[src/rtl/led_blink_stretcher.sv]
// led_blink_stretcher
//   Stretches short event pulses into visible LED blinks separated by a forced dark gap.
//   Events that arrive while a blink or gap is in progress are counted (saturating) and
//   replayed later as separate blinks. Brightness during a blink comes from a free-running PWM.
//
// Ports
//   i_Clk       system clock
//   i_Rst_L     asynchronous active-low reset
//   i_Event     event request, each rising edge is one event
//   i_Level     PWM brightness, 0 = dark, all-ones = fully on
//   i_Clear     one-cycle pulse clearing o_Overflow
//   o_LED       registered LED drive
//   o_Busy      high while a blink or its gap is in progress
//   o_Pending   queued events not yet blinked
//   o_Overflow  sticky flag, an event was dropped with the queue full
module led_blink_stretcher #(
    parameter int unsigned c_ON_CYCLES  = 2500000,
    parameter int unsigned c_GAP_CYCLES = 2500000,
    parameter int unsigned c_PEND_MAX   = 7,
    parameter int unsigned c_PWM_BITS   = 4
) (
    input  logic                  i_Clk,
    input  logic                  i_Rst_L,
    input  logic                  i_Event,
    input  logic [c_PWM_BITS-1:0] i_Level,
    input  logic                  i_Clear,
    output logic                  o_LED,
    output logic                  o_Busy,
    output logic [2:0]            o_Pending,
    output logic                  o_Overflow
);

    localparam int unsigned c_TMAX = (c_ON_CYCLES > c_GAP_CYCLES) ? c_ON_CYCLES : c_GAP_CYCLES;
    localparam int unsigned c_TW   = $clog2(c_TMAX + 1);

    localparam logic [c_TW-1:0] c_ON_LOAD  = c_TW'(c_ON_CYCLES - 1);
    localparam logic [c_TW-1:0] c_GAP_LOAD = c_TW'(c_GAP_CYCLES - 1);
    localparam logic [2:0]      c_PEND_LIM = 3'(c_PEND_MAX);

    typedef enum logic [1:0] {
        StIdle,
        StOn,
        StGap
    } state_e;

    state_e                  state_q, state_d;
    logic [c_TW-1:0]         timer_q, timer_d;
    logic [c_PWM_BITS-1:0]   pwm_q, pwm_d;
    logic [2:0]              pending_q, pending_d;
    logic                    overflow_q, overflow_d;
    logic                    event_prev_q, event_prev_d;
    logic                    led_q, led_d;
    logic                    busy_q, busy_d;

    logic ev;
    logic timer_zero;
    logic dequeue;
    logic enqueue_req;
    logic drop;

    assign ev         = i_Event & ~event_prev_q;
    assign timer_zero = (timer_q == '0);

    // Blink sequencer
    always_comb begin
        state_d = state_q;
        timer_d = timer_q;
        dequeue = 1'b0;
        case (state_q)
            StIdle: begin
                if (ev) begin
                    state_d = StOn;
                    timer_d = c_ON_LOAD;
                end
            end
            StOn: begin
                if (timer_zero) begin
                    state_d = StGap;
                    timer_d = c_GAP_LOAD;
                end else begin
                    timer_d = timer_q - c_TW'(1);
                end
            end
            StGap: begin
                if (timer_zero) begin
                    if (pending_q != 3'd0) begin
                        state_d = StOn;
                        timer_d = c_ON_LOAD;
                        dequeue = 1'b1;
                    end else begin
                        state_d = StIdle;
                    end
                end else begin
                    timer_d = timer_q - c_TW'(1);
                end
            end
            default: begin
                state_d = StIdle;
                timer_d = '0;
            end
        endcase
    end

    // Event queue. An event that lands on the same cycle as a dequeue always fits, since
    // the slot it needs is being freed; the two cancel and the count holds.
    always_comb begin
        enqueue_req = ev && (state_q != StIdle);
        pending_d   = pending_q;
        drop        = 1'b0;
        if (enqueue_req && dequeue) begin
            pending_d = pending_q;
        end else if (enqueue_req) begin
            if (pending_q < c_PEND_LIM) begin
                pending_d = pending_q + 3'd1;
            end else begin
                drop = 1'b1;
            end
        end else if (dequeue) begin
            pending_d = pending_q - 3'd1;
        end
    end

    // Setting the flag takes priority over a simultaneous clear.
    always_comb begin
        overflow_d = overflow_q;
        if (drop) begin
            overflow_d = 1'b1;
        end else if (i_Clear) begin
            overflow_d = 1'b0;
        end
    end

    // Output drive; all-ones level forces the LED fully on instead of 2^n-1 / 2^n duty.
    always_comb begin
        pwm_d        = pwm_q + c_PWM_BITS'(1);
        event_prev_d = i_Event;
        busy_d       = (state_q != StIdle);
        led_d        = 1'b0;
        if (state_q == StOn) begin
            led_d = (i_Level == '1) || (pwm_q < i_Level);
        end
    end

    // Edge register resets high so an input already asserted at reset release is ignored.
    always_ff @(posedge i_Clk or negedge i_Rst_L) begin
        if (!i_Rst_L) begin
            state_q      <= StIdle;
            timer_q      <= '0;
            pwm_q        <= '0;
            pending_q    <= 3'd0;
            overflow_q   <= 1'b0;
            event_prev_q <= 1'b1;
            led_q        <= 1'b0;
            busy_q       <= 1'b0;
        end else begin
            state_q      <= state_d;
            timer_q      <= timer_d;
            pwm_q        <= pwm_d;
            pending_q    <= pending_d;
            overflow_q   <= overflow_d;
            event_prev_q <= event_prev_d;
            led_q        <= led_d;
            busy_q       <= busy_d;
        end
    end

    assign o_LED      = led_q;
    assign o_Busy     = busy_q;
    assign o_Pending  = pending_q;
    assign o_Overflow = overflow_q;

endmodule
[config.mk]
export PLATFORM = sky130hd
export DESIGN_NAME = led_blink_stretcher
export DESIGN_NICKNAME = d
export VERILOG_FILES = /design/src/rtl/led_blink_stretcher.sv
export SDC_FILE = /design/constraint.sdc
export NUM_CORES = 1
export LEC_CHECK = 0
export CELL_PAD_IN_SITES_DETAIL_PLACEMENT = 1
export CELL_PAD_IN_SITES_GLOBAL_PLACEMENT = 1
export CORE_MARGIN = 5
export CORE_UTILIZATION = 46
export CTS_CLUSTER_DIAMETER = 100
export DETAILED_ROUTE_END_ITERATION = 6
export HOLD_SLACK_MARGIN = 0.12
export PLACE_DENSITY = 0.82
export SYNTH_ARGS = -nofsm -noshare
export SYNTH_HDL_FRONTEND = slang
export SYNTH_SLANG_ARGS = --single-unit
[constraint.sdc]
create_clock -name i_Clk -period 3.6 [get_ports i_Clk]
set_clock_uncertainty 0.05 [all_clocks]
set_input_delay 1.08 -clock i_Clk [delete_from_list [all_inputs] [get_ports i_Clk]]
set_output_delay 1.08 -clock i_Clk [all_outputs]
set_load 0.005 [all_outputs]
# --- After elaboration in Yosys (flattened, before gate mapping) ---
# Index checks and enable logic that the tools add are counted.
# Widths: inputs -> output; s select.
word_totals:
  elab_cells: 59
  inputBits: 8
  output_inout_bits: 6
  reg_bits: 35
classes:
  addsub: 4
  bitwise: 3
  n_reduce_logical: 12
  magnitude_cmp: 2
  eq_ne: 8
  muxes: 22
op_table:
  columns: ["operator", "n"]
  rows:
  - ["$mux 22", 4]
  - ["$pmux 22 s3", 1]
  - ["$logic_not 22->1", 1]
  - ["$sub 22x1->22 const B", 1]
  - ["$mux 1", 10]
  - ["$mux 3", 3]
  - ["$mux 2", 3]
  - ["$ne 2x2->1 const B", 3]
  - ["$pmux 2 s3", 1]
  - ["$reduce_and 3->1", 2]
  - ["$reduce_bool 2->1", 3]
  - ["$add 4x1->4 const B", 1]
  - ["$eq 4x4->1 const B", 1]
  - ["$lt 4x4->1", 1]
  - ["$add 3x1->3 const B", 1]
  - ["$lt 3x3->1 const B", 1]
  - ["$ne 3x3->1 const B", 1]
  - ["$reduce_bool 3->1", 1]
  - ["$sub 3x1->3 const B", 1]
  - ["$eq 2x1->1 const B", 1]
  - ["$eq 2x2->1 const B", 1]
  - ["$logic_and 1x1->1", 2]
  - ["$logic_not 2->1", 1]
  - ["$ne 2x1->1 const B", 1]
  - ["other kinds (4)", 5]

# --- Depth between registers and ports, before layout ---
logic_depth:
  ltp_word: 7
  mapped_depth: 10
  ltp_nobuf: 9

# --- Worst setup path before layout ---
# Ideal clock, no wire load.
synth_timing:
  path_kind: "input -> register"
  start: "input i_Event"
  end: "register pending_q[1] (netlist: o_Pending[1])"
  setup_ns: 0.135
  required_time_ns: 3.415
  path_stages: 6
  n_path_buf: 0
  path_slack_ns: 0.662
  t_arrival_ns: 2.753
  path_cell_list: "nor3b_1 inv_1 fa_1 and2_1 a311oi_1 nand3_1"
synth_between:
  elab_chain_cells: 5
  word_cells_on_any_way: 8
  classes_between: "1 x eq/ne; 1 x mux; 2 x bitwise; 4 x reduce/logical"
synth_rtl:
  columns: ["element", "line_no", "source"]
  rows:
  - ["start, declared", "24", "input logic i_Event,"]
  - ["$and 1x1->1 *", "61", "assign ev = i_Event & ~event_prev_q;"]
  - ["$logic_and 1x1->1 *", "107", "enqueue_req = ev && (state_q != StIdle);"]
  - ["parallel branches: the longest is 3 deep, another holds $reduce_and 3->1", null, null]
  - ["end signal, assigned", "159", "pending_q <= pending_d;"]
  - ["end, declared", "49", "logic [2:0] pending_q, pending_d;"]
# Every way passes the cells marked *.
# A chain may end at the register's enable or synchronous reset.

# --- Worst setup path in the final report ---
# Same ends and word-level chain as after synthesis.

==> out/summary.txt <==
Vias in the first global route: 2,137
Worst setup EP type: register
Unrepaired setup endpoints after global routing: no
Postcts setup bufs: 0
Hold WC Path Type: reg2reg
Gpl congestion: 0.800
Post-synthesis cell count: 258
Crit-path cells: clkdlybuf4s50_1 -> nor3b_1 -> inv_1 -> fa_1 -> and2_1 -> a311oi_1 -> nand3_1
Cts hold-fix bufs: 0
Crit path max fanout: 7
Fin. max-slew vios: 0
Syn. warnings: 0
Fillcell total: 603
Critical path origin: i_Event
Main flop type after synthesis: dfrtp_1
Area growth from synthesis to layout: 12.6%
Final Hold Viols: 0
Sequential-to-total area share from yosys stat: 37.8%
Final setup viols: 0
Vias: 2,122
Residual DRC: 0
Hold path startpoint: pwm_q[3]
Peak supply drop: 0.375 mV
Clock Sinks: 35
Type of the worst setup path: in2reg
Top cells by area, synth: dfrtp_1 (37%), ha_1 (5.4%), a31oi_1 (4.0%), nor2_1 (3.2%), nand2_1 (3.1%)
DRT iter0 DRCs: 59
ANT nets after route: 0
Fmax: 345 MHz
Initial Util: 48.1%
Initial antenna violation count: 0
FP Rows: 25
Cts repair resizes: 0
First-pass GRT wire length: 10,500 um
N_diodes: 0
Vias per inst: 6.20
P_leak: 1.07 nW
Post-layout nets: 293
DR pass1 iterations: 4
Largest area contributor in the netlist: dfrtp_1
HPWL after detailed placement: 4420 um
Setup_tns: 0 ns
Worst setup SP type: primary input
Layout cells sized above 1: 11.3%
Total CTS buffers: 5
Period utilization: 80.4%
Required time of the critical path: 3.72 ns
Yosys top cell area share: 36.7%
CP arrival: 3.01 ns
CTS root buf: clkbuf_8
Rel. slew slack: 46.9%
Die area: 6560 um^2
Mapped Area: 2320 um^2
Post-synth EDFFs: 0
Hold WS: 0.429 ns
Max H-tree Level: 2
CTS tree: done
Grt total ovfl: 0
Clock Latency Late Sink: 0.29 ns
Mean Syn Cell Area: 8.99 um^2
Syn_nets: 277
WL/cell: 17.8 um
Core area: 4820 um^2
Min Tclk post-route: 2.90 ns
GRT Total Usage: 20.7%
Least-Margin Pin Slew: 0.797 ns
Maximum capacitance violations: 0
Count of cell types in the netlist: 64
Slowest-stage cell, CP: fa_1
Pwr dens: 751 nW/um^2
Clock Pin Slew Worst Setup and Hold Paths: 0.07 ns
Status: completed
FF-to-FF Start: timer_q[0]
Critical Path Max Stage Delay: 0.52 ns
Total Wirelength: 6100 um
Largest net degree at the start of global routing: 36
IO buf count: 13
Die height: 81.0 um
Deepest clock path buffer count: 2
Chip width: 81.0 um
IO Count: 14
Register bit total from synthesis: 35
Asr flop ratio synth: 100%
-- through the flow --
step	util (%)	setup slack (ns)	instance area (um^2)	total power, W	instances
finish	54.2	0.705	2610	0.00196	342
global route	54.2	0.443	2610	0.00213	342
CTS	54.2	0.680	2610	0.00197	342
detailed placement	52.5	0.387	2530	0.00168	334
global placement	52.5	0.459	2530	0.00165	334
floorplan	-	0.662	2320	0.00137	258
-- cell type report --
type                            count  area, um^2  area share [%]
Multi-Input combinational cell    197        1340            51.4
Clock inverter                      1        5.00           0.192
Timing Repair Buffer               18         163            6.23
Inverter                           17        63.8            2.44
Tap cell                           67        83.8            3.21
Sequential cell                    35         877            33.6
Clock buffer                        7        76.3            2.92
-- final timing paths --
path / cells after the start / slack, ns / to
setup / recovery: 7 / 0.70 / o_Pending[1]
hold / removal: 1 / 0.43 / pwm_q[3]
setup reg to reg: 8 / 0.85 / timer_q[1]
hold reg to reg: 1 / 0.43 / pwm_q[3]
max in group asynchronous: 1 / 2.17 / state_q[1]
min in group asynchronous: 1 / 0.83 / timer_q[1]
-- cells in the mapped netlist (3+ instances only) --
library cell and number:
a21oi_1 13, nor3_1 8, nor3b_1 3, o21ai_0 7, clkbuf_1 7, ha_1 10, nand4_1 5, nand2b_1 6
o22a_1 4, nand2_1 19, nor4_2 3, dfrtp_1 34, a311oi_1 3, o22ai_1 3, o31ai_1 3, nor2_1 20
or3_1 3, a21o_1 3, nor4_1 4, a31oi_1 15, nand3_1 9, inv_1 17
-- per-layer routing --
layer	wire length, um	vias up	track usage [%]
li1	-	1014	-
met2	2970	36	34.7
met4	108	0	5.74
met5	0	-	0
met3	223	10	3.77
met1	2800	1062	27.3
-- registers in the layout, indices dropped and copies added, names as in the netlist --
signal and count:
pwm_q 4, timer_q 22, o_Overflow 1, o_LED 1, state_q 2, o_Busy 1
o_Pending 3, event_prev_q 1
-- kinds of logic after synthesis --
family | count (synthesis) | share of synthesized area (%)
buffers and inverters | 26 | 4.32
multiplexers | 2 | 0.971
flip-flops | 35 | 37.8
XOR/XNOR | 3 | 1.13
AO/OA/AOI/OAI | 79 | 24.2
AND/OR/NAND/NOR | 102 | 25.3
adder cells (fa/ha/maj) | 11 | 6.26
-- cell usage in the layout (no fill, tap or decap), types with 4 or more instances in the layout --
| cell type | Yosys | layout |
|---|---|---|
| buf_4 | 0 | 5 |
| dfrtp_1 | 34 | 34 |
| clkbuf_8 | 0 | 5 |
| inv_1 | 17 | 17 |
| nand2_1 | 19 | 19 |
| nand3_1 | 9 | 9 |
| nor3_1 | 8 | 8 |
| a21oi_1 | 13 | 13 |
| nand4_1 | 5 | 5 |
| ha_1 | 10 | 10 |
| nand2b_1 | 6 | 6 |
| nor2_1 | 20 | 20 |
| o22a_1 | 4 | 4 |
| nor4_1 | 4 | 4 |
| clkdlybuf4s50_1 | 0 | 12 |
| o21ai_0 | 7 | 7 |
| a31oi_1 | 15 | 15 |
-- critical path: cells and delay by family --
family                     cells  cell delay (ns)
AOI/OAI and AO/OA              1             0.20
and+or+nand+nor                3             0.55
buffers and inverters          2             0.67
adders and majority gates      1             0.52
-- power breakdown --
group / total, W / internal, W / leakage [nW] / switching (W)
logic: 0.000962 / 0.000414 / 0.591 / 0.000548
clock network: 0.000276 / 0.000136 / 0.0422 / 0.000141
registers: 0.000722 / 0.000521 / 0.433 / 0.000201
Note: power is estimated with default switching activity, not from simulation.
